<file path="config.mk">
export PLATFORM = sky130hd
export DESIGN_NAME = link_tx_serializer
export DESIGN_NICKNAME = d
export VERILOG_FILES = /design/src/rtl/link_tx_serializer.sv
export SDC_FILE = /design/constraint.sdc
export NUM_CORES = 1
export LEC_CHECK = 0
export CAP_MARGIN = 20
export CORE_MARGIN = 10
export CORE_UTILIZATION = 50
export CTS_CLUSTER_SIZE = 28
export DETAILED_ROUTE_END_ITERATION = 7
export HOLD_SLACK_MARGIN = 0.03
export PLACE_DENSITY = 0.84
export SLEW_MARGIN = 5
export SYNTH_ARGS = -nofsm -noshare
export SYNTH_HDL_FRONTEND = slang
export SYNTH_SLANG_ARGS = --single-unit
</file>
<file path="constraint.sdc">
create_clock -name Clk_r -period 3.3 [get_ports Clk_r]
set_input_delay 0.495 -clock Clk_r [delete_from_list [all_inputs] [get_ports Clk_r]]
set_output_delay 0.495 -clock Clk_r [all_outputs]
set_load 0.02 [all_outputs]
</file>
<file path="src/rtl/link_tx_serializer.sv">
// Drains one Tx packet queue and serialises each packet MSB-slice-first onto a
// narrow valid/ready link, one packet per BEATS+1 cycles at full ready.
module link_tx_serializer #(
    parameter int PACKET_WIDTH = 32,
    parameter int LINK_WIDTH   = 8,
    parameter int CNT_WIDTH    = 16
) (
    input  logic                    Clk_r,
    input  logic                    Rst,
    input  logic                    Link_Enable,
    input  logic                    TxQueue_Empty,
    input  logic [PACKET_WIDTH-1:0] TxQueue_Packet,
    output logic                    TxQueue_Read,
    output logic [LINK_WIDTH-1:0]   Link_Data,
    output logic                    Link_Valid,
    output logic                    Link_Start,
    output logic                    Link_Last,
    input  logic                    Link_Ready,
    output logic                    Busy,
    output logic [CNT_WIDTH-1:0]    Packets_Sent
);

    localparam int BEATS      = PACKET_WIDTH / LINK_WIDTH;
    localparam int BEAT_CNT_W = (BEATS > 1) ? $clog2(BEATS) : 1;
    localparam logic [BEAT_CNT_W-1:0] LAST_BEAT = BEAT_CNT_W'(BEATS - 1);

    typedef enum logic {
        IDLE = 1'b0,
        SEND = 1'b1
    } state_t;

    state_t                  state;
    state_t                  state_nxt;
    logic [PACKET_WIDTH-1:0] shift_reg;
    logic [BEAT_CNT_W-1:0]   beat_cnt;
    logic                    load;
    logic                    accept;
    logic                    last_beat;

    // Link handshake: a beat transfers on a rising edge where Link_Valid and
    // Link_Ready are both 1; while Link_Valid=1 and Link_Ready=0 the beat and
    // its Start/Last flags hold unchanged, with no timeout.
    assign load      = (state == IDLE) && Link_Enable && !TxQueue_Empty;
    assign last_beat = (beat_cnt == LAST_BEAT);
    assign accept    = (state == SEND) && Link_Ready;

    always_ff @(posedge Clk_r) begin
        if (Rst) begin
            state <= IDLE;
        end else begin
            state <= state_nxt;
        end
    end

    always_comb begin
        state_nxt = state;
        case (state)
            IDLE: if (load) state_nxt = SEND;
            SEND: if (accept && last_beat) state_nxt = IDLE;
            default: state_nxt = IDLE;
        endcase
    end

    always_comb begin
        Link_Valid = 1'b0;
        Busy       = 1'b0;
        Link_Start = 1'b0;
        Link_Last  = 1'b0;
        Link_Data  = '0;
        if (state == SEND) begin
            Link_Valid = 1'b1;
            Busy       = 1'b1;
            Link_Start = (beat_cnt == '0);
            Link_Last  = last_beat;
            Link_Data  = shift_reg[PACKET_WIDTH-1 -: LINK_WIDTH];
        end
    end

    // The pop is registered so it lands in the first SEND cycle; the queue
    // head has already been captured, and the next load cannot happen before
    // the queue has reflected this pop.
    always_ff @(posedge Clk_r) begin
        if (Rst) begin
            shift_reg    <= '0;
            beat_cnt     <= '0;
            TxQueue_Read <= 1'b0;
            Packets_Sent <= '0;
        end else begin
            TxQueue_Read <= load;
            if (load) begin
                shift_reg <= TxQueue_Packet;
                beat_cnt  <= '0;
            end else if (accept) begin
                shift_reg <= shift_reg << LINK_WIDTH;
                beat_cnt  <= beat_cnt + BEAT_CNT_W'(1);
                if (last_beat) begin
                    Packets_Sent <= Packets_Sent + CNT_WIDTH'(1);
                end
            end
        end
    end

endmodule

</file>
# Word level (Yosys, flattened, before mapping)
# Cells that the tools add are included.
[op_classes] reduce_logical=9 n_mux=9 add_sub_neg=2 n_bitwise=2 eq_ne=1
[ops] op="32-bit 2-to-1 mux" n=2
[ops] op="16-bit by 1-bit adder with 16-bit output (second input constant)" n=1
[ops] op="8-bit 2-to-1 mux" n=1
[ops] op="1-bit 2-to-1 mux" n=5
[ops] op="1-bit logical AND" n=4
[ops] op="3-bit AND reduction" n=1
[ops] op="2-bit by 1-bit adder with 2-bit output (second input constant)" n=1
[ops] op="2-bit equality test (second input constant)" n=1
[ops] op="2-bit zero test" n=1
[ops] op="1-bit NOT" n=2
[ops] op="1-bit case mux with 2 select lines" n=1
[ops] op="2-bit nonzero test" n=1
[ops] op="2-bit OR reduction" n=1
[ops] op="1-bit zero test" n=1
[word_totals] reg_bits=52 word_cells=28 output_inout_bits=29

# Depth between registers and ports, before layout
# Gate-level depths: netlist of run 1.
[logic_depth] depth_word=5 mapped_depth=6

# Least setup slack after synthesis of run 1
# Ideal clock, no wire load.
[synth_path] path_kind="register to register" startpoint="reg state" endpoint="reg Packets_Sent[11]" path_stages_with_launch=5 period_less_slack_ps=1541 setup_ps=70 arrival_ps=1471 required_time_ps=3230 path_slack_ps=1759 cell_sequence="dfxtp_1 -> and4_1 -> nand3_1 -> or4_1 -> a21oi_1"
[synth_via] elab_chain_cells=5
[synth_lines] item="start, declared" line="32" source="state_t state;"
[synth_lines] item="start signal, assigned" line="51" source="state <= state_nxt;"
[synth_lines] item="1-bit NOT" line="43" source="assign load = (state == IDLE) && Link_Enable && !TxQueue_Empty;"
[synth_lines] item="1-bit logical AND (2 in a row)" line="43"
[synth_lines] item="1-bit NOT (no source line)"
[synth_lines] item="3-bit AND reduction (no source line) *"
[synth_lines] item="end signal, assigned" line="97" source="Packets_Sent <= Packets_Sent + CNT_WIDTH'(1);"
[synth_lines] item="end, declared" line="20" source="output logic [CNT_WIDTH-1:0] Packets_Sent"
# Every way passes the cells marked *; elsewhere a longest branch is shown, timed or not.
# A chain may end at the register's enable or synchronous reset.

# Worst setup path after layout of run 1
[layout_path] startpoint="reg state" endpoint="out Link_Last"
[layout_via] elab_chain_cells=1
[layout_lines] item="1-bit 2-to-1 mux" line="70" source="if (state == SEND) begin"
[layout_lines] item="end, declared" line="17" source="output logic Link_Last,"
# No other way between the ends.

==> metrics.cfg, run 1 <==
[yosys]
synth_cell_types=33
ys_seq_area_share_pct=47.4
syn_inst=259
synth_mux_area_share_pct=1.42
yosysWarnings=0
ys_ff_latch=52
synth_compound_area_share_pct=17.8
synth_ff_type=dfxtp_1
yosys.area_share.adder_pct=1.71
avgSynthCellArea_um2=8.48
synth-edff-count=0
synth-xor-area-share_pct=4.38
synth_nets=299
synth_top_family_by_area=simple AND/OR/NAND/NOR gates
synth-simple-area-share_pct=23.4
async_flop_share_pct=0
syn_area_mm2=0.00220

[power]
pwr-share-comb_pct=10.7
static-leakage-power_uw=0.00101
p_int_uw=946
worst_ir_drop_vdd_mv=0.230
powerDensity_mw_per_mm2=417
power.total_uw=1240
seqPwrFrac_pct=53.6
clkPwrFrac_pct=35.7
p_switching_uw=292
p_sw_share_pct=23.6

[sta]
hold_ws_ns=0.459
setup_viol=0
finClkSkew_ns=0.00718
maxSlewHeadroom_pct=39.1
hold_violations=0
period_share_pct=73.0
grt_setup_unrepaired=no
worstMarginPinSlew_ns=0.913
fmax_mhz=415
finalCriticalPeriod_ns=2.41
setup_tns_ns=0
slew_violations=0

[route]
vias=2064
ant_nets=0
first_pass_iters=4
viasPerCell=5.59
drt_iter0_drc=163
drt-total-wl_um=5940
drc_errors=0
post_drt_wl_per_cell_um=16.1

[grt]
grt_pass1_wl_um=9580
grt-ovfl-total=0
grt_max_degree=54
grt_antenna_before_repair=0
grt_pass1_vias=1915
grtUsageTotal_pct=15.5

[clocking]
clk_pin_slew_worst_paths_ns=0.10
clk_latency_ns=0.31
post_cts_resized=0
cts_root_buffer=clkbuf_8
htreeDepth=2
ctsHoldBuffers=0
cts_tree=yes
postCtsSetupBuffers=0
max-clock-path-buffers=2
clkSinkCount=52
numCtsBuffers=5

[floorplan]
start_util_pct=51.2
die_area_mm2=0.00745
die_h_um=86.3
die_width_um=86.3
ioPinCount=66
coreArea_mm2=0.00429
rows=24

[job]
cap_violations=0

[cells_and_area]
fillCellCount=364
finalNetCount=356
multiInputGateArea_mm2=0.00108
layout-drive-gt1-share_pct=5.05
largest_reg_flops=32
diodes=0
fin_util_pct=69.1
seq_area_mm2=0.00104
synthToLayoutAreaGrowth_pct=35.1

[critical_path]
crit_arrival_ns=1.91
critical_path_required_ns=2.80
reg2reg_depth=4
endpoint_kind=output pin
cp_cell_sequence=and2_1 -> clkdlybuf4s50_1
slowest_delay_ns=0.71
cp_max_fo=19
setup.worst_path.start_class=flop
setup.worst_path.class=flop to output pin
slowest_stage=dfxtp_1

[min_path]
worstHoldPathCells=2
min-delay-path-class=flop to flop

[placement]
io_buffers=65
dp.final_hpwl_um=4300
gp_congestion=0.836

[status]
status=completed

[power groups by stage]
stage	logic (uW)	registers [uW]	clock network [uW]
5_1_grt	144	668	472
4_1_cts	133	663	447
6_report	133	663	442
2_1_floorplan	68.9	674	0
3_5_place_dp	132	678	0
3_3_place_gp	130	677	0
[layout by cell type, fill, tap and decap left out, types with 2 or more instances in the layout]
cell | synthesis | final
a21oi_1 | 37 | 37
a22oi_1 | 24 | 24
and2_1 | 11 | 11
and3_1 | 2 | 2
buf_4 | 1 | 2
clkbuf_8 | 0 | 5
clkdlybuf4s50_1 | 0 | 64
dfxtp_1 | 52 | 52
ha_1 | 3 | 3
inv_1 | 3 | 3
mux2i_1 | 2 | 2
nand2_1 | 38 | 38
nand3_1 | 17 | 17
nand4_1 | 2 | 2
nor2_1 | 17 | 17
nor3_1 | 5 | 5
nor4_1 | 2 | 2
o21ai_0 | 2 | 2
o31ai_1 | 2 | 2
xnor2_1 | 6 | 6
xor2_1 | 5 | 5
[cell usage after synthesis, types with 5 or more instances]
master,count,area share [%]
buf_2,6,1.4
xnor2_1,6,2.4
a22oi_1,24,8.2
a21oi_1,37,8.4
xor2_1,5,2.0
nand3_1,17,3.9
nor2_1,17,2.9
and2_1,11,3.1
nor3_1,5,1.1
clkbuf_1,10,1.7
dfxtp_1,52,47
nand2_1,38,6.5
[per-layer routing]
layer  global-route usage (%)  vias to the layer above  share of wire, %
met5                        0                        -                 0
met4                     6.77                        0               2.4
met3                     4.60                       14               6.6
li1                         -                     1019                 -
met1                     17.5                      971                41
met2                     26.4                       60                50
[worst paths after layout]
path                   endpoint  slack (ns)           from
setup reg to reg  shift_reg[19]        1.19          state
hold / removal    shift_reg[30]        0.46  shift_reg[30]
setup / recovery      Link_Last        0.89          state
hold reg to reg   shift_reg[30]        0.46  shift_reg[30]
[kinds of logic after synthesis]
family / after synthesis
muxes: 3
DFF: 52
xor gates and xnor gates: 11
AOI/OAI and AO/OA: 65
adders and majority gates: 3
buffers and inverters: 20
and+or+nand+nor: 105
[worst max-delay path, delay by kind of cell, from the launching register on]
kind	cells	cell delay, ns
buffers and inverters	1	0.64
flip-flops	1	0.71
AND/OR/NAND/NOR	1	0.26
[final cells by class]
class                           instances  area share (%)
Multi-Input combinational cell        187            36.2
Sequential cell                        52            35.1
Timing Repair Buffer                   67            22.3
Clock buffer                            5            2.32
Tap cell                               52            2.19
Clock inverter                          3            1.56
Inverter                                3           0.379
[through the flow]
step / instance area, um^2 / cells / setup slack [ns]
2_1_floorplan: 2200 / 259 / 1.76
3_3_place_gp: 2850 / 361 / 0.991
3_5_place_dp: 2850 / 361 / 0.943
4_1_cts: 2970 / 369 / 0.874
5_1_grt: 2970 / 369 / 0.725
6_report: 2970 / 369 / 0.892
Power figures use the tool's default switching activity.
==> run 2: changes to the inputs <==
CORE_UTILIZATION = 42   (was 50)
PLACE_DENSITY = 0.75   (was 0.84)
clock period = 2.12 ns   (was 3.3 ns; I/O delays follow)
==> run 2 against run 1 <==
  * Sequential power is 55% higher
  * Flip-flop and latch count unchanged
  * First-iteration DRC count shrank 16%
  * Final cell count is 6.2% higher
  * Via count is 2.0% lower
  * Non-clock buffer count is 5 higher
  * Sequential share of layout area down 0.38 points
  * Clock skew fell by 0.0017 ns
  * Die area grew 14%
  * Global-route usage shrank 2.4 points
  * Critical path type unchanged
  * Largest cell class unchanged
==> metrics.cfg, run 2 (synthesized netlist as in run 1, its figures left out) <==
[cells_and_area]
diodes=0  ; unchanged
largest_reg_flops=32  ; unchanged
final_cells=392  ; +6.2%
fin_util_pct=59.2  ; -9.9 points
fillCellCount=486  ; +34%
layout_commonest_cell=clkdlybuf4s50_1
synthToLayoutAreaGrowth_pct=36.8
layout_common_cells=clkdlybuf4s50_1, dfxtp_1, nand2_1, a21oi_1, a22oi_1
layout-drive-gt1-share_pct=6.21  ; +1.2 points
finalNetCount=361  ; +1.4%

[clocking]
numCtsBuffers=5  ; unchanged
cts_root_buffer=clkbuf_8
cts_tree=yes
clkSinkCount=52  ; unchanged
clk_latency_ns=0.29  ; -0.02 ns
ctsHoldBuffers=0  ; unchanged
postCtsSetupBuffers=0  ; unchanged
max-clock-path-buffers=2  ; unchanged
post_cts_resized=1  ; +1
htreeDepth=2  ; unchanged
clk_pin_slew_worst_paths_ns=0.08  ; -0.02 ns

[sta]
hold_ws_ns=0.375  ; -0.0848 ns
slew_violations=0  ; unchanged
period_share_pct=96.2
setup_viol=0  ; unchanged
hold_violations=0  ; unchanged
finClkSkew_ns=0.00547  ; -0.00171 ns
setup_tns_ns=0  ; unchanged
maxSlewHeadroom_pct=65.6  ; +26 points
finalCriticalPeriod_ns=2.04
worstMarginPinSlew_ns=0.516  ; -0.397 ns
fmax_mhz=490
grt_setup_unrepaired=no
worst_slack_ns=0.0806  ; -0.811 ns

[critical_path]
cp_num_buf_inv=1  ; unchanged
endpoint_kind=output pin
cp_cell_sequence=ha_1 -> and2_1 -> clkdlybuf4s50_1
slowest_delay_ns=0.62  ; -0.09 ns
critical_path_required_ns=1.80  ; -1.00 ns
r2r_slack_ns=0.47  ; -0.72 ns
setup.worst_path.class=flop to output pin
critPathTopFamily=buffers and inverters
setup.worst_path.start_class=flop
slowest_stage=clkdlybuf4s50_1
cp_max_fo=4  ; -15
crit_arrival_ns=1.72  ; -0.19 ns

[route]
drc_errors=0  ; unchanged
viasPerCell=5.16  ; -7.7%
first_pass_iters=4  ; unchanged
vias=2023  ; -2.0%
drt-total-wl_um=5700  ; -4.0%
drt_iter0_drc=137  ; -16%
ant_nets=0  ; unchanged
post_drt_wl_per_cell_um=14.6  ; -9.6%

[floorplan]
die_width_um=92.3  ; +7.0%
start_util_pct=43.3  ; -7.9 points
die_area_mm2=0.00852  ; +14%
coreArea_mm2=0.00507  ; +18%
rows=26  ; +8.3%
ioPinCount=66  ; unchanged
die_h_um=92.3  ; +7.0%

[grt]
grt_pass1_wl_um=9450  ; -1.4%
grt_antenna_before_repair=0  ; unchanged
grt_max_degree=52  ; -3.7%
grtUsageTotal_pct=13.1  ; -2.4 points
grt_pass1_vias=1939  ; +1.3%
grt-ovfl-total=0  ; unchanged

[placement]
gp_congestion=0.831  ; -0.54%
io_buffers=65  ; unchanged
pre_cts_ws_ns=0.186  ; -0.757 ns
dp.final_hpwl_um=4330  ; +0.69%
dp_cells=384  ; +6.4%

[power]
static-leakage-power_uw=0.00102  ; +1.5%
powerDensity_mw_per_mm2=600  ; +44%
worst_ir_drop_vdd_mv=0.262  ; +14%

[min_path]
min-delay-path-class=input pin to flop

[job]
cap_violations=0  ; unchanged

[status]
status=completed

==> run 2: through the flow <==
step	power [uW]	cell area [um^2]
5_1_grt	1890	3010
4_1_cts	1820	3010
2_1_floorplan	1160	2200
3_3_place_gp	1270	2910
6_report	1800	3010
3_5_place_dp	1270	2910
==> run 2: power by group <==
group / switching, uW / internal [uW]
Sequential: 21.6 / 1010
Clock: 290 / 267
Combinational: 98.8 / 115
==> run 2: worst reg2reg max path: stages (launching register included) <==
cell and delay, ns:
dfxtp_1 0.39, ha_1 0.24, nand4_1 0.28, nor4_1 0.42
xnor2_1 0.16, nor2_1 0.05
==> run 2: final timing paths <==
check / from / endpoint / depth (start not counted)
max: beat_cnt[0] / Link_Last / 3
min: Rst / Packets_Sent[15] / 3
max reg2reg: beat_cnt[0] / Packets_Sent[10] / 5
min reg2reg: shift_reg[30] / shift_reg[30] / 2
==> run 2: metal layers <==
| metal | track usage, % | up-vias | share of wire [%] |
|---|---|---|---|
| met1 | 15.8 | 945 | 43 |
| met5 | 0 | - | 0 |
| met2 | 22.1 | 42 | 50 |
| met4 | 3.21 | 0 | 1.1 |
| li1 | - | 1032 | - |
| met3 | 4.12 | 4 | 5.5 |
==> run 2: area by class of cell <==
cell class | count | area (um^2) | share of cell area, %
Timing Repair Buffer | 72 | 698 | 23.2
Tap cell | 70 | 87.6 | 2.91
Clock buffer | 8 | 90.1 | 3.00
Multi-Input combinational cell | 187 | 1080 | 35.8
Sequential cell | 52 | 1040 | 34.7
Inverter | 3 | 11.3 | 0.375
